**config.mk**
```make
export PLATFORM = sky130hd
export DESIGN_NAME = seg_digit_entry_scanner
export DESIGN_NICKNAME = d
export VERILOG_FILES = /design/src/rtl/seg_pkg.sv /design/src/rtl/button_debounce.sv /design/src/rtl/seg_digit_entry_scanner.sv
export SDC_FILE = /design/constraint.sdc
export NUM_CORES = 1
export LEC_CHECK = 0
export CAP_MARGIN = 5
export CORE_ASPECT_RATIO = 0.6
export CORE_MARGIN = 3
export CORE_UTILIZATION = 57
export DETAILED_ROUTE_END_ITERATION = 7
export PLACE_DENSITY = 0.77
export SLEW_MARGIN = 20
export SYNTH_ARGS = -nofsm -noshare
export SYNTH_HDL_FRONTEND = slang
export SYNTH_SLANG_ARGS = --single-unit
```
**constraint.sdc**
```tcl
create_clock -name clk -period 2.5 [get_ports clk]
set_clock_uncertainty 0.15 [all_clocks]
set_input_delay 0.5 -clock clk [delete_from_list [all_inputs] [get_ports clk]]
set_output_delay 0.5 -clock clk [all_outputs]
set_load 0.1 [all_outputs]
```
**src/rtl/seg_pkg.sv**
```systemverilog
// Shared constants for the seven-segment entry board: segment table,
// blank pattern and the digit-count ceiling.
package seg_pkg;

    localparam int MAX_DIGITS = 8;

    localparam logic [6:0] SEG_BLANK = 7'b1111111;

    // Active-low {a,b,c,d,e,f,g}, indexed by hex value 0..F.
    localparam logic [6:0] SEG_TABLE [16] = '{
        7'b0000001, 7'b1001111, 7'b0010010, 7'b0000110,
        7'b1001100, 7'b0100100, 7'b0100000, 7'b0001111,
        7'b0000000, 7'b0000100, 7'b0001000, 7'b1100000,
        7'b0110001, 7'b1000010, 7'b0110000, 7'b0111000
    };

    function automatic logic [6:0] seg_encode(input logic [3:0] value);
        return SEG_TABLE[value];
    endfunction

endpackage

```
**src/rtl/button_debounce.sv**
```systemverilog
// Two-flop synchroniser plus a stability counter for one push-button.
// rise is combinational and high on the edge where the debounced level goes 0->1.
module button_debounce #(
    parameter int DEBOUNCE_CYCLES = 500000
) (
    input  logic clk,
    input  logic rst,
    input  logic btn,
    output logic level,
    output logic rise
);

    localparam int CNT_W = $clog2(DEBOUNCE_CYCLES + 1);

    logic             sync_1;
    logic             sync_2;
    logic [CNT_W-1:0] cnt;
    logic             expire;

    // The synchronised input has differed from level for the full window.
    assign expire = (sync_2 != level) && (cnt == CNT_W'(DEBOUNCE_CYCLES - 1));
    assign rise   = expire && sync_2;

    always_ff @(posedge clk) begin
        if (rst) begin
            sync_1 <= 1'b0;
            sync_2 <= 1'b0;
            cnt    <= '0;
            level  <= 1'b0;
        end else begin
            sync_1 <= btn;
            sync_2 <= sync_1;
            if (sync_2 == level) begin
                cnt <= '0;
            end else if (expire) begin
                level <= sync_2;
                cnt   <= '0;
            end else begin
                cnt <= cnt + 1'b1;
            end
        end
    end

endmodule

```
**src/rtl/seg_digit_entry_scanner.sv**
```systemverilog
// Multi-digit hex entry: debounced per-digit buttons load the switch value,
// and a time-multiplexed scanner drives the shared active-low display.
module seg_digit_entry_scanner
    import seg_pkg::*;
#(
    parameter int NUM_DIGITS      = 4,
    parameter int REFRESH_DIV     = 250000,
    parameter int DEBOUNCE_CYCLES = 500000
) (
    input  logic                    clk,
    input  logic                    rst,
    input  logic [3:0]              bcd,
    input  logic [NUM_DIGITS-1:0]   button,
    input  logic                    clear,
    input  logic [NUM_DIGITS-1:0]   blank_mask,
    output logic [6:0]              cathodes,
    output logic [NUM_DIGITS-1:0]   anodes,
    output logic                    dp,
    output logic [4*NUM_DIGITS-1:0] digits_value,
    output logic                    entry_valid
);

    localparam int IDX_W = (NUM_DIGITS > 1) ? $clog2(NUM_DIGITS) : 1;
    localparam int REF_W = (REFRESH_DIV > 1) ? $clog2(REFRESH_DIV) : 1;

    logic [3:0]              bcd_s1;
    logic [3:0]              bcd_s2;
    logic [NUM_DIGITS-1:0]   rise;
    logic [NUM_DIGITS-1:0]   db_level_unused;
    logic [4*NUM_DIGITS-1:0] digits_q;
    logic [REF_W-1:0]        refresh_cnt;
    logic [IDX_W-1:0]        scan_idx;
    logic [3:0]              cur_digit;
    logic [NUM_DIGITS-1:0]   onehot;

    assign dp           = 1'b1;
    assign digits_value = digits_q;

    always_ff @(posedge clk) begin
        if (rst) begin
            bcd_s1 <= '0;
            bcd_s2 <= '0;
        end else begin
            bcd_s1 <= bcd;
            bcd_s2 <= bcd_s1;
        end
    end

    for (genvar i = 0; i < NUM_DIGITS; i++) begin : g_btn
        button_debounce #(
            .DEBOUNCE_CYCLES(DEBOUNCE_CYCLES)
        ) u_debounce (
            .clk   (clk),
            .rst   (rst),
            .btn   (button[i]),
            .level (db_level_unused[i]),
            .rise  (rise[i])
        );
    end

    // entry_valid is a one-cycle strobe with no ready: it fires on the edge a
    // digit loads and downstream logic must sample it during that cycle.
    always_ff @(posedge clk) begin
        if (rst) begin
            digits_q    <= '0;
            entry_valid <= 1'b0;
        end else if (clear) begin
            digits_q    <= '0;
            entry_valid <= 1'b0;
        end else begin
            for (int i = 0; i < NUM_DIGITS; i++) begin
                if (rise[i]) begin
                    digits_q[4*i +: 4] <= bcd_s2;
                end
            end
            entry_valid <= |rise;
        end
    end

    always_ff @(posedge clk) begin
        if (rst) begin
            refresh_cnt <= '0;
            scan_idx    <= '0;
        end else if (refresh_cnt == REF_W'(REFRESH_DIV - 1)) begin
            refresh_cnt <= '0;
            scan_idx    <= (scan_idx == IDX_W'(NUM_DIGITS - 1)) ? '0 : scan_idx + 1'b1;
        end else begin
            refresh_cnt <= refresh_cnt + 1'b1;
        end
    end

    always_comb begin
        cur_digit        = digits_q[4*scan_idx +: 4];
        onehot           = '0;
        onehot[scan_idx] = 1'b1;
    end

    // Anode and cathode come from the same scan_idx so they never skew.
    always_ff @(posedge clk) begin
        if (rst) begin
            anodes   <= '1;
            cathodes <= SEG_BLANK;
        end else begin
            anodes   <= ~onehot | blank_mask;
            cathodes <= blank_mask[scan_idx] ? SEG_BLANK : seg_encode(cur_digit);
        end
    end

endmodule
```
==> flow_summary_export.csv <==
group,metric,value,unit
run_status,status,"finished, final reports clean",
floorplan,core_area,10800,um^2
floorplan,initial_utilization,0.602,
timing,finalCriticalPeriod,2.33,ns
pwr,p_seq_frac,0.477,
finish,synthToLayoutAreaGrowth,16.1,%
min_path,hold_path.class,"reg -> reg",
synthesis,ys_ff_latch,144,
floorplan,rows,29,
floorplan,die_w,144,um
synthesis,synth_ff_type,"dfxtp_1",
clock_network,cts_inserted_buffers,17,
synthesis,synth-seq-area-share,0.442,
finish,fin_cells,937,
drt,ant_nets,0,
global_routing,grt_pass1_vias,5045,
synthesis,yosys_warnings,0,
timing,rsz0062_at_grt,"no",
placement,dp.cells,905,
timing,finalHoldViolCount,0,
drt,vias_per_cell,5.91,
synthesis,yosysMostFrequentCell,"dfxtp_1",
global_routing,global_route.overflow_total,0,
critical_path,crit_buf_inv,1,
clock_network,cts_hold_buf,0,
critical_path,crit_end,"g_btn[1].u_debounce.cnt[12]$_SDFF_PP0_",
timing,max_slew.worst_pin.slew,0.806,ns
pwr,p_leak,2.42,nW
pwr,powerDensity,646,nW/um^2
placement,io_buffers,42,
critical_path,cp.arrival,2.48,ns
critical_path,r2r_start,"g_btn[1].u_debounce.cnt[0]$_SDFF_PP0_",
timing,worst_slack,0.168,ns
floorplan,die_height,88.9,um
clock_network,ctsResizeCount,0,
clock_network,cts_sinks,144,
global_routing,grt_use_met2,0.375,
timing,finalCritPeriodShare,0.933,
global_routing,grt-busiest-layer,"met2",
placement,hpwlAfterDp,10900,um
critical_path,crit_cells,6,
pwr,p_switching,1.14,mW
critical_path,critical_path_required,2.65,ns
finish,utilization,0.699,
pwr,peakVddDrop,533,uV
critical_path,crit_path_start_kind,"flip-flop",
global_routing,grt_start_max_net_pins,20,
timing,finalSetupTns,0,ns
clock_network,clockBufferDepth,2,
floorplan,dieArea,12800,um^2
critical_path,critPathKind,"reg -> reg",
pwr,internal_power,3.76,mW
critical_path,crit_path_max_fanout,19,
synthesis,synth.top_cell.area_share,0.442,
critical_path,ff2ff_path_depth,6,
critical_path,r2r_end,"g_btn[1].u_debounce.cnt[12]$_SDFF_PP0_",
critical_path,critPathMaxStageDelay,0.56,ns
global_routing,grtUsageTotal,0.248,
clock_network,clk_pin_slew,0.06,ns
clock_network,root_buffer,"clkbuf_16",
drt,routedWlPerCell,16.2,um
global_routing,use_met1,0.362,
placement,pre_cts_slack,0.218,ns
drt,drt_pass1_iterations,5,
critical_path,rrSetupSlack,0.17,ns
pwr,sw_frac_of_total,0.233,
synthesis,ys_async_sr_fraction,0,
synthesis,syn_area,6530,um^2
floorplan,ioPinCount,44,
finish,num-nets-final,815,
timing,finalSetupViolCount,0,
drt,vias,5542,
clock_network,cts-htree-levels,4,
placement,place.gp.congestion,0.897,
global_routing,antenna_found_initial,0,
pwr,comb_power_share,0.032,
pwr,power_frac_clock,0.491,
finish,diodes,0,
drt,drc_errors,0,
synthesis,synth_cells,735,
drt,drtIter0Drc,471,
synthesis,syn_area_per_cell,8.88,um^2
synthesis,synth-edff-count,0,
synthesis,synth_area_leader_cell,"dfxtp_1",
critical_path,cp_slowest_cell,"or4_1",
global_routing,grt_util_met3,0.0492,
critical_path,crit_path_start,"g_btn[1].u_debounce.cnt[0]$_SDFF_PP0_",
critical_path,crit_chain,"ha_1 > or3b_1 > or4_1 > o211ai_4 > buf_4 > nor2_1",
clock_network,cts_tree,"built",
timing,fmax,429,MHz
clock_network,post_cts_buffers,0,
critical_path,cp-end-kind,"flip-flop",
pwr,fin_total_pwr,4.90,mW
timing,relSlewSlack,0.463,
synthesis,ys_top_cells_by_count,"dfxtp_1 (144), nor2_1 (92), nand3_1 (55)",
job,drv_cap,0,
synthesis,synth.area.top_cells,"dfxtp_1 (44%), xnor2_1 (6.3%), nor2_1 (5.3%), nand3_1 (4.2%), a21oi_1 (3.5%)",
synthesis,yosysUniqueCellTypes,56,
finish,fillCellCount,847,
finish,drive_gt1_frac,0.117,
critical_path,critPathTopFamily,"simple AND/OR/NAND/NOR gates",
clock_network,clock_latency,0.42,ns
drt,finalWirelength,15200,um
timing,finalMaxSlewViolations,0,
global_routing,grt_pass1_wl,25100,um
synthesis,synth_nets,765,
stage by stage:
step	hold slack [ns]	area, um^2
after floorplan	0.264	6530
after global placement	0.270	7020
after detailed placement	0.283	7020
after CTS	0.295	7580
after global routing	0.313	7580
final	0.295	7580
logic make-up after synthesis:
| kind of cell | synth area share |
|---|---|
| mux | 0.0188 |
| simple gates | 0.291 |
| fa+ha+maj | 0.0287 |
| compound gates | 0.0970 |
| buf+inv | 0.0333 |
| other cells | 0.000574 |
| xor+xnor | 0.0885 |
| flops | 0.442 |
registers in the layout, indices dropped and copies added, names as in the netlist:
register                 count
scan_idx                     2
digits_value                16
cathodes                     7
bcd_s1                       4
g_btn.u_debounce.sync_1      4
refresh_cnt                 18
entry_valid                  1
g_btn.u_debounce.sync_2      4
anodes                       4
g_btn.u_debounce.level       4
bcd_s2                       4
g_btn.u_debounce.cnt        76
per-layer routing:
| metal | up-vias | wire length, um | part of all wire |
|---|---|---|---|
| li1 | 2743 | - | - |
| met1 | 2585 | 7410 | 0.49 |
| met2 | 196 | 6640 | 0.44 |
| met3 | 18 | 982 | 0.065 |
| met4 | 0 | 178 | 0.012 |
| met5 | - | 0 | 0 |
layout by cell type (no fill, tap or decap), types with 4 or more instances in the layout:
cell type and n:
or4_1 14, inv_1 25, xor2_1 19, clkbuf_16 17, nor3_1 13, nor2_1 92
buf_4 40, o31ai_1 9, ha_1 15, o221ai_1 4, mux4_2 5, xnor2_1 47
a21oi_1 46, or3_1 21, nand3_1 55, nor4_1 20, nor2b_1 22, and4_1 6
nand2_1 33, and3_1 11, clkinv_4 4, clkdlybuf4s50_1 14, dfxtp_1 144, or2_2 5
nand4_1 28, inv_6 4, nor4b_1 8, o21ai_0 35
power by group through the flow:
stage          clock network [mW]  registers [mW]  logic, mW
3_5_place_dp                    0            2.39      0.153
5_1_grt                      2.56            2.34      0.164
4_1_cts                      2.44            2.34      0.154
3_3_place_gp                    0            2.39      0.149
6_report                     2.40            2.34      0.155
2_1_floorplan                   0            2.42     0.0612
worst min path at each step:
| stage | startpoint | to | cells after the start |
|---|---|---|---|
| floorplan | bcd_s1[0]$_SDFF_PP0_ | bcd_s2[0]$_SDFF_PP0_ | 1 |
| global placement | g_btn[0].u_debounce.sync_1$_SDFF_PP0_ | g_btn[0].u_debounce.sync_2$_SDFF_PP0_ | 1 |
| detailed placement | bcd_s1[0]$_SDFF_PP0_ | bcd_s2[0]$_SDFF_PP0_ | 1 |
| CTS | g_btn[2].u_debounce.sync_1$_SDFF_PP0_ | g_btn[2].u_debounce.sync_2$_SDFF_PP0_ | 1 |
| global route | bcd_s1[0]$_SDFF_PP0_ | bcd_s2[0]$_SDFF_PP0_ | 1 |
| finish | bcd_s1[0]$_SDFF_PP0_ | bcd_s2[0]$_SDFF_PP0_ | 1 |
cell type report:
class	count	area, um^2	area share
repair buffers	54	440	0.0581
well taps	139	174	0.0229
multi-input cells	543	3430	0.452
clock buffers	18	429	0.0566
flip-flops and latches	144	2880	0.380
inverters	25	93.8	0.0124
clock inverters	14	134	0.0177
Power figures use the tool's default switching activity.
